### src/rtl/seg7_pkg.sv
// Shared seven-segment definitions: pattern type, digit encodings (bit0=a .. bit6=g)
// and the word geometry used by the receiver.
package seg7_pkg;

  typedef logic [6:0] seg_t;

  localparam seg_t SEG_0     = 7'h3F;
  localparam seg_t SEG_1     = 7'h06;
  localparam seg_t SEG_2     = 7'h5B;
  localparam seg_t SEG_3     = 7'h4F;
  localparam seg_t SEG_4     = 7'h66;
  localparam seg_t SEG_5     = 7'h6D;
  localparam seg_t SEG_6     = 7'h7D;
  localparam seg_t SEG_7     = 7'h07;
  localparam seg_t SEG_8     = 7'h7F;
  localparam seg_t SEG_9     = 7'h6F;
  localparam seg_t SEG_A     = 7'h77;
  localparam seg_t SEG_B     = 7'h7C;
  localparam seg_t SEG_C     = 7'h39;
  localparam seg_t SEG_D     = 7'h5E;
  localparam seg_t SEG_E     = 7'h79;
  localparam seg_t SEG_F     = 7'h71;
  localparam seg_t SEG_BLANK = 7'h00;

  localparam int NIBBLES_PER_WORD = 8;

endpackage

### src/rtl/seg7_to_hex.sv
// Combinational seven-segment to hex decoder; blank and illegal patterns are
// reported separately so the caller can treat blank as a separator.
module seg7_to_hex
  import seg7_pkg::*;
(
  input  seg_t       seg,
  output logic       legal,
  output logic       blank,
  output logic [3:0] nibble
);

  // Table lookup of the sixteen hex glyphs
  always_comb begin
    legal  = 1'b1;
    blank  = 1'b0;
    nibble = 4'h0;
    case (seg)
      SEG_0:     nibble = 4'h0;
      SEG_1:     nibble = 4'h1;
      SEG_2:     nibble = 4'h2;
      SEG_3:     nibble = 4'h3;
      SEG_4:     nibble = 4'h4;
      SEG_5:     nibble = 4'h5;
      SEG_6:     nibble = 4'h6;
      SEG_7:     nibble = 4'h7;
      SEG_8:     nibble = 4'h8;
      SEG_9:     nibble = 4'h9;
      SEG_A:     nibble = 4'hA;
      SEG_B:     nibble = 4'hB;
      SEG_C:     nibble = 4'hC;
      SEG_D:     nibble = 4'hD;
      SEG_E:     nibble = 4'hE;
      SEG_F:     nibble = 4'hF;
      SEG_BLANK: begin
        legal = 1'b0;
        blank = 1'b1;
      end
      default:   legal = 1'b0;
    endcase
  end

endmodule

### src/rtl/seg7_rx_quantamhd.sv
// Seven-segment receiver: qualifies stable patterns, decodes them to nibbles and
// packs eight nibbles MSN-first into words handed out over a valid/ready port.
module seg7_rx_quantamhd
  import seg7_pkg::*;
#(
  parameter int STABLE_CYCLES = 8
) (
  input  logic        clk,
  input  logic        rst,
  input  logic [6:0]  segments,
  output logic [3:0]  nibble,
  output logic        nibble_valid,
  output logic [31:0] word,
  output logic        word_valid,
  input  logic        word_ready,
  output logic        overflow,
  output logic [7:0]  err_count
);

  localparam int               CNT_W    = $clog2(STABLE_CYCLES + 1);
  localparam logic [CNT_W-1:0] STAB_MAX = CNT_W'(STABLE_CYCLES);
  localparam logic [2:0]       LAST_IDX = 3'(NIBBLES_PER_WORD - 1);

  seg_t             seg_q_r;
  seg_t             last_acc_r;
  logic [CNT_W-1:0] stab_cnt_r;
  logic             armed_r;
  logic [2:0]       nib_idx_r;
  logic [27:0]      asm_r;

  logic             dec_legal_s;
  logic             dec_blank_s;
  logic [3:0]       dec_nib_s;
  logic             qual_s;
  logic             take_s;
  logic             bad_s;
  logic             complete_s;
  logic             xfer_s;

  seg7_to_hex u_dec (
    .seg    (seg_q_r),
    .legal  (dec_legal_s),
    .blank  (dec_blank_s),
    .nibble (dec_nib_s)
  );

  // A pattern is accepted once per appearance, and never twice in a row
  assign qual_s     = (stab_cnt_r == STAB_MAX) && armed_r && (seg_q_r != last_acc_r);
  assign take_s     = qual_s && dec_legal_s;
  assign bad_s      = qual_s && !dec_legal_s && !dec_blank_s;
  assign complete_s = take_s && (nib_idx_r == LAST_IDX);
  assign xfer_s     = word_valid && word_ready;

  // Sampling, stability counting and one-shot qualification
  always_ff @(posedge clk) begin
    if (rst) begin
      seg_q_r    <= SEG_BLANK;
      stab_cnt_r <= '0;
      armed_r    <= 1'b1;
      last_acc_r <= SEG_BLANK;
    end else begin
      seg_q_r <= segments;
      if (segments == seg_q_r) begin
        stab_cnt_r <= (stab_cnt_r == STAB_MAX) ? stab_cnt_r : stab_cnt_r + CNT_W'(1);
        armed_r    <= qual_s ? 1'b0 : armed_r;
      end else begin
        // a pattern change re-arms even on the qualifying edge itself
        stab_cnt_r <= '0;
        armed_r    <= 1'b1;
      end
      last_acc_r <= qual_s ? seg_q_r : last_acc_r;
    end
  end

  // Nibble output, word assembly and illegal-pattern counting
  always_ff @(posedge clk) begin
    if (rst) begin
      nibble       <= 4'h0;
      nibble_valid <= 1'b0;
      nib_idx_r    <= 3'd0;
      asm_r        <= 28'h0;
      err_count    <= 8'h00;
    end else begin
      nibble_valid <= take_s;
      if (take_s) begin
        nibble    <= dec_nib_s;
        asm_r     <= {asm_r[23:0], dec_nib_s};
        nib_idx_r <= nib_idx_r + 3'd1;
      end
      if (bad_s && (err_count != 8'hFF)) begin
        err_count <= err_count + 8'd1;
      end
    end
  end

  // Single-entry holding register; a word completing while one is stalled is lost
  always_ff @(posedge clk) begin
    if (rst) begin
      word       <= 32'h0;
      word_valid <= 1'b0;
      overflow   <= 1'b0;
    end else if (complete_s) begin
      if (!word_valid || word_ready) begin
        word       <= {asm_r, dec_nib_s};
        word_valid <= 1'b1;
      end else begin
        overflow   <= 1'b1;
      end
    end else if (xfer_s) begin
      word_valid <= 1'b0;
    end
  end

endmodule

### config.mk
export PLATFORM = sky130hd
export DESIGN_NAME = seg7_rx_quantamhd
export DESIGN_NICKNAME = d
export VERILOG_FILES = /design/src/rtl/seg7_pkg.sv /design/src/rtl/seg7_to_hex.sv /design/src/rtl/seg7_rx_quantamhd.sv
export SDC_FILE = /design/constraint.sdc
export NUM_CORES = 1
export LEC_CHECK = 0
export ABC_AREA = 1
export BUFFER_PORTS_ARGS = -buffer_cell sky130_fd_sc_hd__buf_2
export CELL_PAD_IN_SITES_DETAIL_PLACEMENT = 0
export CELL_PAD_IN_SITES_GLOBAL_PLACEMENT = 2
export CORE_MARGIN = 3
export CORE_UTILIZATION = 32
export CTS_CLUSTER_DIAMETER = 100
export DETAILED_ROUTE_END_ITERATION = 12
export PLACE_DENSITY_LB_ADDON = 0.1
export SYNTH_ARGS = -nofsm -noshare
export SYNTH_HDL_FRONTEND = slang
export SYNTH_SLANG_ARGS = --single-unit
### constraint.sdc
create_clock -name clk -period 2.1 [get_ports clk]
set_clock_uncertainty 0.1 [all_clocks]
set_input_delay 0.105 -clock clk [delete_from_list [all_inputs] [get_ports clk]]
set_output_delay 0.105 -clock clk [all_outputs]
set_load 0.005 [all_outputs]
# == Word level (Yosys, flattened, before mapping) ==
# Cells that the tools add are included.
# op_classes
addsub,3
n_eq_ne,22
mux,6
n_bitwise,2
reduce_logical,19
# ops
op,count
7-bit equality test (second input constant),12
4-bit case mux with 15 select lines,1
16-bit OR reduction,1
7-bit by 3-bit equality test with 1-bit output (second input constant),2
7-bit by 6-bit equality test with 1-bit output (second input constant),2
8-bit by 1-bit adder with 8-bit output (second input constant),1
1-bit logical AND,8
8-bit inequality test (second input constant),1
7-bit equality test,1
7-bit logical NOT,1
7-bit inequality test,1
2-bit AND reduction,3
1-bit two-way mux,5
4-bit by 1-bit adder with 4-bit output (second input constant),1
4-bit equality test (second input constant),1
3-bit by 1-bit adder with 3-bit output (second input constant),1
3-bit equality test (second input constant),1
1-bit logical NOT,3
2-bit by 1-bit inequality test with 1-bit output (second input constant),1
1-bit NOT,2
2-bit nonzero test,1
2-bit OR reduction,1
1-bit logical OR,1
# totals
ff_bits,97
elab_cells,64

# == Longest topological paths before layout ==
# depth
word_depth,7
depth_mapped,16

# == By module ==
# A second synthesis with hierarchy kept.
# unflattened
hier_cells,597
hier_area_um2,4206.5
# by_module_without_submodules
module,instances,cells_per_inst,area_per_inst_um2
seg7_rx_quantamhd,1,498,3792.4
seg7_to_hex,1,99,414.1

# == Worst setup path before layout ==
# No wires, ideal clock.
# synth_timing
path_type,reg-to-reg
from,reg stab_cnt_r[0]
to,reg word[3]
setup_time_ps,113
arrival_time_ps,1667
required_time_ps,1887
setup_slack_ps,220
path_stages_with_launch,12
path_buffers,2
synth_period_minus_slack_ps,1880
cell_sequence,dfxtp_1 inv_1 ha_1 nand3_1 nor2_1 inv_1 nor2_1 nand4_2 buf_6 buf_4 nor2_1 nor2_1
# synth_via
elab_chain_cells,6
# synth_lines
item,line,text
from (decl),seg7_rx_quantamhd.sv:26,logic [CNT_W-1:0] stab_cnt_r;
from (signal assigned),seg7_rx_quantamhd.sv:64,stab_cnt_r <= (stab_cnt_r == STAB_MAX) ? stab_cnt_r : stab_cnt_r + CNT_W'(1);
4-bit equality test,seg7_rx_quantamhd.sv:48,assign qual_s = (stab_cnt_r == STAB_MAX) && armed_r && (seg_q_r != last_acc_r);
1-bit logical AND (2 in series),seg7_rx_quantamhd.sv:48,
1-bit logical AND,seg7_rx_quantamhd.sv:49,assign take_s = qual_s && dec_legal_s;
1-bit logical AND,seg7_rx_quantamhd.sv:51,assign complete_s = take_s && (nib_idx_r == LAST_IDX);
2-bit AND reduction (no source line),n/a,
to (signal assigned),seg7_rx_quantamhd.sv:104,"word <= {asm_r, dec_nib_s};"
to (decl),seg7_rx_quantamhd.sv:13,"output logic [31:0] word,"
# No other way between the ends.
# A chain may end at the register's enable or synchronous reset.

# == Worst setup path after layout ==
# layout_timing
from,reg seg_q_r[4]
to,reg word[23]
# layout_via
elab_chain_cells,6
word_cells_on_any_way,23
classes_between,17 x eq/ne; 1 x mux; 5 x reduce/logical
# layout_lines
item,line,text
from (decl),seg7_rx_quantamhd.sv:24,seg_t seg_q_r;
from (signal assigned),seg7_rx_quantamhd.sv:62,seg_q_r <= segments;
"7-bit by 6-bit equality test with 1-bit output, or another cell as far along",seg7_to_hex.sv:17,case (seg)
16-bit OR reduction (no source line),n/a,
1-bit two-way mux,seg7_to_hex.sv:17,
1-bit logical AND *,seg7_rx_quantamhd.sv:49,
1-bit logical AND *,seg7_rx_quantamhd.sv:51,
2-bit AND reduction (no source line) *,n/a,
# Mark *: on every way between the ends. The rest lies on a longest branch, timed or not.

==> flow_summary.yaml <==
sta:
  hold_viol_final: 0
  slew_viol_final: 0
  worstMarginPinSlew_ns: 0.691
  finalSetupViolCount: 0
  fin_setup_tns_ns: 0
  setup_ws_ns: 0.150
  slew_headroom: 0.540
  min_period_ns: 1.95
  finalCritPeriodShare: 0.929
  timing.fmax_mhz: 513
setup_path:
  crit_family: "simple AND/OR/NAND/NOR gates"
  critical_path.cell_chain: "nand2_1 -> inv_2 -> nand2_1 -> nor2_2 -> nor2_1 -> nand2_2 -> nor2_2 -> nand2_4 -> nand4_4 -> buf_12 -> buf_12 -> nor2_1 -> nor2_1"
  crit_buf_inv: 3
  timing.rr.end: "word[23]"
  critPathRequiredTime_ns: 2.25
  crit_slowest_cell: "dfxtp_2"
  path_class: "reg -> reg"
  ff2ff_path_depth: 13
  reg2reg_slack_ns: 0.15
  reg2reg_from: "seg_q_r[4]"
  cpMostUsedCell: "nor2_1"
  worstPathArrival_ns: 2.10
  end_kind: "flip-flop"
  max_stage_delay_ns: 0.42
  worstPathMaxFanout: 13
  crit_path_start_kind: "flip-flop"
final_layout:
  diodes: 0
  nets: 681
  area_growth_pct: 25.3
  finish.utilization: 0.412
  fin_cells: 843
  num-fill-cells: 1377
  drive_above_1_share: 0.218
floorplanning:
  start_util: 0.329
  dieArea_um2: 14400
  die_h_um: 120
  die_w_um: 120
  rows: 41
  core_um2: 12700
  design.portCount: 57
detailed_routing:
  routed_wl_mm: 9.92
  drcViolationCount: 0
  wl_per_cell_um: 11.8
  vias: 3679
  drt_iter0_markers: 219
  ant_nets: 0
  routed_via_density: 4.36
  first_pass_iters: 4
clock_tree:
  clock_latency_ns: 0.35
  cts.reportedPaths.clkPinSlew_ns: 0.07
  cts_tree: "done"
  clockBufferDepth: 2
  htree_levels: 3
  cts_buffers: 9
  clkSinkCount: 93
  clockRootBuffer: "clkbuf_16"
logic_synthesis:
  ys_warn_count: 0
  synth-edff-count: 0
  yosysUniqueCellTypes: 33
  ys_async_sr_fraction: 0
  synth_flop_cell: "dfxtp_1"
  synth_top_area_frac: 0.447
  ys_ff_latch: 93
  synth_largest_area_cell: "dfxtp_1"
  synth_nets: 613
  synth.area.top_cells: "dfxtp_1, nor2_1, nand2_1"
  syn_avg_cell_area_um2: 6.97
  synthesis.area_um2: 4170
  synth_cells: 598
  ys_seq_area_frac: 0.447
place:
  dpl.cell_count: 812
  place_congestion: 0.843
  io_buffers: 56
  hpwl_mm: 6.68
  dp_slack_ns: 0.0152
pwr:
  ir_worst_vdd_mv: 0.330
  p_per_area_nw_per_um2: 689
  power.leakage_nw: 2.60
  p_total_w: 0.00360
job:
  drv_cap: 0
global_routing:
  track_usage: 0.143
  grt_first_pass_wirelength_mm: 16.5
  grt_max_degree: 71
  grt_pass1_vias: 3502
  antenna_found_initial: 0
  grt_overflow_total: 0
hold_path:
  hp-class: "in -> reg"
  hold_path_startpoint: "rst"
  hold_path_depth: 3
  worstHoldEndpoint: "seg_q_r[4]"
run_status:
  status: "finished clean"
==> worst max path at each step <==
stage                       start   endpoint  slack (ns)  cells after the start
floorplan           stab_cnt_r[0]    word[3]        0.22                     11
global placement       seg_q_r[6]  asm_r[13]       -0.03                     10
detailed placement     seg_q_r[6]  asm_r[13]        0.02                     10
CTS                    seg_q_r[6]  asm_r[13]        0.01                     10
global route        stab_cnt_r[0]    word[3]       -0.04                     13
finish                 seg_q_r[4]   word[23]        0.15                     13
==> layer usage <==
layer | track usage | vias to the layer above | routed length [µm]
li1 | - | 1967 | -
met1 | 0.178 | 1650 | 4640
met2 | 0.232 | 51 | 4810
met3 | 0.0410 | 11 | 310
met4 | 0.0601 | 0 | 163
met5 | 0 | - | 0
==> worst min-delay path: cells and delay by family <==
kind / cells / cell delay [ns]
simple gates: 1 / 0.07
buf+inv: 2 / 0.34
==> layout by cell type, fill, tap and decap left out, types with 2 or more instances in the layout <==
master,count
nand3_1,20
nor2_1,154
nand4_1,3
buf_12,5
dfxtp_4,2
ha_1,4
clkbuf_16,12
clkinvlp_4,2
dfxtp_2,5
inv_6,2
dfxtp_1,86
xnor2_1,5
a21oi_1,22
buf_2,56
nor2_2,8
nor2_4,2
nand2_1,105
o21ai_0,36
buf_4,16
nand2_2,15
dlygate4sd3_1,8
inv_1,57
nor3_1,3
inv_2,11
xor2_1,10
o21ai_1,4
o22ai_1,2
==> area by class of cell <==
cell class	instances	area (µm²)	share of cell area
clock buffers	10	239	0.0458
clock inverters	6	67.6	0.0129
inverters	69	259	0.0496
multi-input cells	404	1890	0.363
flip-flops and latches	93	1880	0.359
well taps	172	215	0.0412
repair buffers	89	667	0.128
==> per-stage QoR <==
step	area [µm²]	hold WS [ns]
floorplan	4170	0.112
global placement	4660	0.241
detailed placement	4660	0.241
CTS	5040	0.104
global route	5220	0.107
finish	5220	0.0960
==> where the power goes <==
group	internal [W]	leakage, nW	switching (W)
sequential	0.00177	0.753	0.0000177
clock	0.000961	0.145	0.000714
combinational	0.0000507	1.70	0.0000836
==> cells by family after synthesis <==
| family | synth area share |
|---|---|
| AOI/OAI and AO/OA | 0.0856 |
| xor gates and xnor gates | 0.0315 |
| adders and majority gates | 0.0150 |
| buffers and inverters | 0.109 |
| DFF | 0.447 |
| and+or+nand+nor | 0.312 |
==> synthesized netlist by cell type, types with 5 or more instances <==
master,count
inv_2,10
nand3_1,21
dfxtp_1,93
xor2_1,10
nand2_1,106
nand2_2,14
clkbuf_1,9
o21ai_0,37
a21oi_1,22
buf_4,12
nor2_1,161
ha_1,5
buf_2,7
xnor2_1,5
inv_1,58
==> registers in the layout, summed over array words and instances (netlist names) <==
register      count
seg_q_r           7
stab_cnt_r        4
nib_idx_r         3
overflow          1
word             32
err_count         8
asm_r            25
nibble            3
nibble_valid      1
last_acc_r        7
word_valid        1
armed_r           1
==> what timing repair did <==
item	CTS	global route
hold buffers	8	0
setup buffers	0	4
setup endpoints to repair	0	73
hold endpoints to repair	8	0
resized for setup	0	24
No activity file was read; power rests on OpenSTA's default activity.
